<file path="src/rtl/data_mem_lsu.sv">
// Byte/halfword load-store unit in front of a word-only data RAM.
// Optional misalignment trapping: define LSU_MISALIGN_TRAP_EN.
module data_mem_lsu #(
    parameter logic [31:0] ADDR_LIMIT = 32'h400
) (
    input  logic        clk,
    input  logic        reset,
    input  logic        req_valid,
    output logic        req_ready,
    input  logic        req_we,
    input  logic [2:0]  req_funct3,
    input  logic [31:0] req_addr,
    input  logic [31:0] req_wdata,
    output logic        resp_valid,
    output logic [31:0] resp_rdata,
    output logic        resp_err,
    output logic        ram_we,
    output logic [31:0] ram_addr,
    output logic [31:0] ram_wData,
    input  logic [31:0] ram_rData
);

    typedef enum logic [1:0] {IDLE, READ, WRITE, RESP} state_t;

    state_t      state_q;
    logic        we_q;
    logic [2:0]  f3_q;
    logic [31:0] addr_q;
    logic [31:0] wdata_q;
    logic [31:0] old_q;
    logic        err_q;
    logic [31:0] rdata_q;
    logic        rerr_q;

    logic        f3_bad;
    logic        mis;
    logic        req_err;
    logic [7:0]  byte_sel;
    logic [15:0] half_sel;
    logic [31:0] load_val;
    logic [31:0] wr_word;

    always_comb begin
        f3_bad = 1'b0;
        if (req_we) begin
            f3_bad = (req_funct3 > 3'd2);
        end else begin
            f3_bad = !(req_funct3 inside {3'd0, 3'd1, 3'd2, 3'd4, 3'd5});
        end
        mis = 1'b0;
`ifdef LSU_MISALIGN_TRAP_EN
        mis = ((req_funct3[1:0] == 2'd1) && req_addr[0])
           || ((req_funct3[1:0] == 2'd2) && (req_addr[1:0] != 2'd0));
`endif
        req_err = f3_bad || (req_addr >= ADDR_LIMIT) || mis;
    end

    // Without trapping, halfword lane comes from addr[1] only.
    always_comb begin
        byte_sel = ram_rData[{addr_q[1:0], 3'b000} +: 8];
        half_sel = addr_q[1] ? ram_rData[31:16] : ram_rData[15:0];
        load_val = 32'd0;
        case (f3_q)
            3'd0:    load_val = {{24{byte_sel[7]}}, byte_sel};
            3'd1:    load_val = {{16{half_sel[15]}}, half_sel};
            3'd2:    load_val = ram_rData;
            3'd4:    load_val = {24'd0, byte_sel};
            3'd5:    load_val = {16'd0, half_sel};
            default: load_val = 32'd0;
        endcase
    end

    always_comb begin
        wr_word = old_q;
        case (f3_q[1:0])
            2'd0:    wr_word[{addr_q[1:0], 3'b000} +: 8] = wdata_q[7:0];
            2'd1:    wr_word[{addr_q[1], 4'b0000} +: 16] = wdata_q[15:0];
            default: wr_word = wdata_q;
        endcase
    end

    always_ff @(posedge clk) begin
        if (reset) begin
            state_q <= IDLE;
            we_q    <= 1'b0;
            f3_q    <= 3'd0;
            addr_q  <= 32'd0;
            wdata_q <= 32'd0;
            old_q   <= 32'd0;
            err_q   <= 1'b0;
            rdata_q <= 32'd0;
            rerr_q  <= 1'b0;
        end else begin
            case (state_q)
                IDLE: begin
                    if (req_valid) begin
                        we_q    <= req_we;
                        f3_q    <= req_funct3;
                        addr_q  <= req_addr;
                        wdata_q <= req_wdata;
                        err_q   <= req_err;
                        state_q <= READ;
                    end
                end
                READ: begin
                    old_q <= ram_rData;
                    if (err_q) begin
                        rdata_q <= 32'd0;
                        rerr_q  <= 1'b1;
                        state_q <= RESP;
                    end else if (!we_q) begin
                        rdata_q <= load_val;
                        rerr_q  <= 1'b0;
                        state_q <= RESP;
                    end else begin
                        state_q <= WRITE;
                    end
                end
                WRITE: begin
                    rdata_q <= 32'd0;
                    rerr_q  <= 1'b0;
                    state_q <= RESP;
                end
                default: state_q <= IDLE;
            endcase
        end
    end

    assign req_ready  = (state_q == IDLE);
    assign resp_valid = (state_q == RESP);
    assign resp_rdata = rdata_q;
    assign resp_err   = rerr_q;
    assign ram_we     = (state_q == WRITE) && !reset;
    assign ram_addr   = {addr_q[31:2], 2'b00};
    assign ram_wData  = (state_q == WRITE) ? wr_word : wdata_q;

endmodule

</file>
<file path="config.mk">
export PLATFORM = sky130hd
export DESIGN_NAME = data_mem_lsu
export DESIGN_NICKNAME = d
export VERILOG_FILES = /design/src/rtl/data_mem_lsu.sv
export SDC_FILE = /design/constraint.sdc
export NUM_CORES = 1
export LEC_CHECK = 0
export ABC_AREA = 1
export BUFFER_PORTS_ARGS = -buffer_cell sky130_fd_sc_hd__clkbuf_2
export CAP_MARGIN = 0
export CORE_MARGIN = 5
export CORE_UTILIZATION = 58
export CTS_BUF_LIST = sky130_fd_sc_hd__clkbuf_8
export CTS_CLUSTER_DIAMETER = 50
export DETAILED_ROUTE_END_ITERATION = 12
export PLACE_DENSITY = 0.85
export SLEW_MARGIN = 20
export SYNTH_ARGS = -nofsm -noshare
export SYNTH_HDL_FRONTEND = slang
export SYNTH_SLANG_ARGS = --single-unit
</file>
<file path="constraint.sdc">
create_clock -name clk -period 4.8 [get_ports clk]
set_input_delay 0.72 -clock clk [delete_from_list [all_inputs] [get_ports clk]]
set_output_delay 0.72 -clock clk [all_outputs]
set_load 0.02 [all_outputs]
</file>
# ---- Yosys cells after proc, flatten, opt, wreduce, memory -nomap -nowiden
# Cells that the tools add are included.
dict set report totals {
  reg_bits 136
  wordCells 61
}
dict set report op_classes {
  addsub 2
  n_lt_le_gt_ge 2
  n_eq_ne 14
  shift 5
  n_mux 17
  reduce_logical 12
}
# cell n
set op_table {}
lappend op_table {{$pmux 32 s5} 1}
lappend op_table {{$pmux 32 s2} 2}
lappend op_table {{$mux 32} 3}
lappend op_table {{$bwmux 32} 2}
lappend op_table {{$ge 32x11->1 const B} 1}
lappend op_table {{$shift 16x7->32 const A} 1}
lappend op_table {{$shift 8x7->32 const A} 1}
lappend op_table {{$shiftx 16x7->32} 1}
lappend op_table {{$shiftx 32x6->8} 1}
lappend op_table {{$shiftx 8x7->32} 1}
lappend op_table {{$mux 16} 1}
lappend op_table {{$neg 5->7} 2}
lappend op_table {{$eq 3x3->1 const B} 4}
lappend op_table {{$eq 3x1->1 const B} 2}
lappend op_table {{$eq 3x2->1 const B} 2}
lappend op_table {{$logic_not 3->1} 2}
lappend op_table {{$pmux 2 s3} 1}
lappend op_table {{$mux 1} 5}
lappend op_table {{$reduce_bool 5->1} 1}
lappend op_table {{$eq 2x1->1 const B} 2}
lappend op_table {{$eq 2x2->1 const B} 2}
lappend op_table {{$logic_not 2->1} 2}
lappend op_table {{$reduce_and 2->1} 2}
lappend op_table {{$gt 3x2->1 const B} 1}
lappend op_table {{other kinds (8)} 9}

# ---- Longest topological paths before layout
dict set report depth {
  depth_word 5
  ltp_mapped 10
  depth_no_buf 10
}

# ---- Worst setup path after synthesis
# No wires, ideal clock.
dict set report synth_path {
  path_kind {reg-to-output}
  from {register addr_q[1]}
  to {output port ram_wData[31]}
  arrival_time_ns 1.831
  setup_slack_ns 2.249
  stages_incl_launch_ff 9
  n_path_buf 1
  cell_sequence {dfxtp_1 inv_1 ha_1 inv_1 buf_2 nand3_1 o21ai_0 nand2_1 a31oi_1}
}
dict set report synth_via {
  elab_chain_len 5
  elab_cells_between_ends 10
}
# item line
set synth_lines {}
lappend synth_lines {{start: declaration} 28} ;# logic [31:0] addr_q;
lappend synth_lines {{start signal: assignment} 99} ;# addr_q <= req_addr;
lappend synth_lines {{$neg 5->7 (on tied branches)} {77, 76}}
lappend synth_lines {{$shiftx 16x7->32, or another cell as far along} 77} ;# 2'd1: wr_word[{addr_q[1], 4'b0000} +: 16] = wdata_q[15:0];
lappend synth_lines {{$bwmux 32 (on tied branches)} {77, 76}}
lappend synth_lines {{$pmux 32 s2 *} 75} ;# case (f3_q[1:0])
lappend synth_lines {{$mux 32 *} 135} ;# assign ram_wData = (state_q == WRITE) ? wr_word : wdata_q;
lappend synth_lines {{end: declaration} 19} ;# output logic [31:0] ram_wData,
# Every way passes the cells marked *; elsewhere a longest branch is shown, timed or not.

# ---- Worst setup path in the final report
dict set report layout_path {
  from {register state_q[0]}
  to {output port ram_wData[0]}
}
dict set report layout_via {
  elab_chain_len 2
}
# item line
set layout_lines {}
lappend layout_lines {{start: declaration} 25} ;# state_t state_q;
lappend layout_lines {{start signal: assignment} 84} ;# state_q <= IDLE;
lappend layout_lines {{start signal: assignment} 102} ;# state_q <= READ;
lappend layout_lines {{start signal: assignment} 110} ;# state_q <= RESP;
lappend layout_lines {{$eq 2x2->1} 135}
lappend layout_lines {{$mux 32} 135}
# Every way passes these cells.

==> impl_results.md <==
* Status: finished clean
* # nets final at 1302
* Buffers on Ports at 200
* Gr ovfl total at 0
* Hpwl dp at between 15 and 20 mm
* Crit-path max cell delay at 790 ps
* Period minus WS final at 3800 ps
* Root Buffer: clkbuf_8
* Reg2Reg Setup Slack at around 2200 ps
* # DRC at 0
* Ranking of synthesized cells by area: dfxtp_1 (38%), nand2_1 (14%), o21ai_0 (8.9%), nor2_1 (7.7%), a21oi_1 (4.9%)
* Clock Sinks at 136
* Compound-gate portion of the synthesized area at 18.7%
* FF-to-FF path depth at 6
* H-tree Lvls at 4
* HP Class: reg2reg
* Sequential area share after synthesis at a little under two fifths
* Max IR drop VDD at 0.000568 V
* Pin count of the biggest net entering global routing at 67
* Cts hold-fix bufs at 0
* P&R area growth vs syn at 16.3%
* WS Path Type: reg2out
* Num CTS Buffers at 17
* Die Area at 14600 um2
* Simple-Gate Fraction of Synth Area at around 30%
* Critical Path RT at 4080 ps
* Vias at between 7000 and 8000
* Reg clk slew, reported paths at 80 ps
* Diodes inserted at 0
* Leak pwr at 3.90 nW
* Fill cell count at 1107
* CP Launch Type: flip-flop
* TritonCTS clock tree: built
* Slew @ Worst Pin at 973 ps
* Setup-failing EPs final at 0
* Post-Synth XOR/XNOR Area at 0%
* Later-pin clock latency in the skew report at 450 ps
* Yosys top cell area share at a little under two fifths
* Cell taking the most area after synthesis: dfxtp_1
* Initial DRC count at 763
* Layout cells sized above 1 at between 20% and 30%
* Largest family of logic cells by synthesized area: simple AND/OR/NAND/NOR gates
* Core area at 12000 um2
* Worst-path maximum fanout at 25
* GRT Max-Usage Layer: met2
* Cell Chain, Critical Path: inv_1 -> ha_1 -> inv_2 -> nor2_1 -> nand2_4 -> o21bai_4 -> nand2_1 -> nand2_1 -> clkbuf_2
* Setup TNS Final at 0 ps
* Placed cell area at slightly below 8000 um2
* Worst path bufs/invs at 3
* Final hold vios at 0
* Yosys warning count at 0
* Gpl congestion at approximately 0.98
* DRT Pass-1 Iters at 6
* Met3 Usage GRT at 9.35%
* Total GRT Usage at 29.3%
* Top-level I/O count at around 200
* Cell Area, Synth at 7120 um2
* Antenna-violating nets left at 0
* Mux contribution to synthesized area at 0%
* RSZ-0062 raised after global routing: false
* Bufs on Longest Clock Path at 2
* CP Capture Type: output port
* Syn_area_per_cell at 6.74 um2
* Seq cells post-synth at 136
* Hold Path Sink: resp_rdata[13]
* PostCTS Resize Cnt at 0
* Num rows at 40
* Design Area, Final at slightly above 8000 um2
* Max-Cap Viols at 0
* Critical path's most frequent cell: nand2_1
* Fmax at 263 MHz
* First-pass GRT wire length at around 34 mm
* Mean routed wirelength per cell at about 16 um
* CP top delay family: adder cells
* Hold depth at 2
* Worst r2r dst: resp_rdata[7]
* Final WL at 21.6 mm
* Starting Density at 59.2%
* Postcts setup bufs at 0
* Via density at 5.58
* Slowest CP cell: ha_1
* Setup Skew at 8.50 ps
* Met1 usage at 36.6%
* Chip Width at between 100 and 150 um
* Post-synthesis adder-cell area fraction at 1.58%
* Final cycle utilization of the critical path at 79.1%
* Slew Viols, Final at 0
* Initial antenna violation count at 0
* Hold wc startpoint: resp_rdata[13]
* Post-synthesis cell type count at 36
* Number of global-route vias before repair at 6825
* Pwr dens at 627 nW/um2
* Slew headroom at a little over a third
* Crit Reg-Reg Startpoint: state_q[1]
* Cells after Synth at 1056
* GR met2 Demand/Resource at 47.1%
* Worst EP arrival at 3080 ps
* Die Height at between 100 and 150 um
-- kinds of logic (layout without fill, tap and decap cells) --
family / after synthesis / in the layout
other: 1 / 2
AO/OA/AOI/OAI: 245 / 245
buffers and inverters: 160 / 305
adder cells (fa/ha/maj): 9 / 9
flip-flops: 136 / 136
AND/OR/NAND/NOR: 505 / 505
-- worst register-to-register path, cell delays in order, from the launching register on --
cell and delay (ps):
dfxtp_1 330, inv_1 90, ha_1 780, buf_4 350, o21a_2 580, nand2_1 160
a21oi_1 210
-- Yosys cell counts --
library cell  instances
o21ai_1               6
a31o_2                1
buf_4                35
nor2_1              146
o211ai_1              8
buf_2                12
a31oi_1               1
nand3_2              10
o21ai_0             127
inv_2                 6
o21bai_4              1
buf_6                 9
nand3_4               1
nor3_4                1
inv_1                59
nor2_2                4
nand3_1              57
nand2_1             270
a211oi_1              1
clkbuf_1             37
buf_1                 2
dfxtp_1             136
nand3b_1              1
ha_1                  9
nor3_1                2
nand2_4               5
nand4_1               4
a22oi_1               7
a21oi_2               5
nand2_2               2
nor4_1                1
nor2_4                1
a21oi_1              70
conb_1                1
o22ai_1              17
o21a_1                1
-- cell type report --
cell class                      instances  area [um2]  area share, %
Sequential cell                       136        2720           32.9
Timing Repair Buffer                  209        1080           13.0
Tap cell                              147         184           2.22
Multi-Input combinational cell        761        3590           43.3
Inverter                               65         244           2.95
Clock inverter                         12         199           2.40
Clock buffer                           19         262           3.16
-- registers in the layout (all words and copies together) (netlist names) --
| signal | flops |
|---|---|
| resp_err | 1 |
| we_q | 1 |
| f3_q | 3 |
| old_q | 32 |
| state_q | 2 |
| wdata_q | 32 |
| resp_rdata | 32 |
| addr_q | 32 |
| err_q | 1 |
-- worst max-delay path by stage --
stage / end / depth (start not counted) / slack [ps] / from
floorplan: ram_wData[31] / 8 / 2250 / addr_q[1]
global placement: ram_wData[2] / 9 / 1560 / state_q[0]
detailed placement: ram_wData[0] / 9 / 1550 / state_q[0]
CTS: ram_wData[0] / 9 / 1030 / state_q[0]
global route: ram_wData[0] / 9 / 790 / state_q[0]
finish: ram_wData[0] / 9 / 1000 / state_q[0]
-- through the flow --
step	hold slack (ps)	power [mW]	setup slack [ps]	instances	util [%]
after floorplan	444	3.54	2250	1057	-
after global placement	452	4.03	1560	1317	64.9
after detailed placement	458	4.07	1550	1317	64.9
after CTS	465	5.17	1030	1348	68.7
after global routing	481	5.54	790	1349	68.9
final	466	5.19	1000	1349	68.9
-- power breakdown --
group          switching (mW)  internal [mW]  total, mW
Clock                   0.448          0.643       1.09
Combinational            1.65          0.740       2.39
Sequential              0.244           1.47       1.71
-- cell usage in the layout, fill, tap and decap left out, types with 2 or more instances in the layout --
master and n:
inv_1 59, nand2_4 5, a21oi_2 5, clkbuf_2 200, a21oi_1 70, nand2_1 269
conb_1 2, nor3_1 2, o22ai_1 17, inv_2 7, nand3_2 10, o21ai_0 127
nand2_2 3, nand3_1 57, nor2_1 146, nand4_1 4, clkinvlp_4 3, a22oi_1 7
nor2_2 4, ha_1 9, o211ai_1 8, dfxtp_1 136, bufinv_16 5, buf_4 8
clkbuf_8 19, o21ai_1 6
-- metal layers --
layer,wire length (um),vias to the layer above
met1,8620,3415
met2,10300,381
met4,614,0
li1,-,3668
met5,0,-
met3,2110,57
Power figures use the tool's default switching activity.
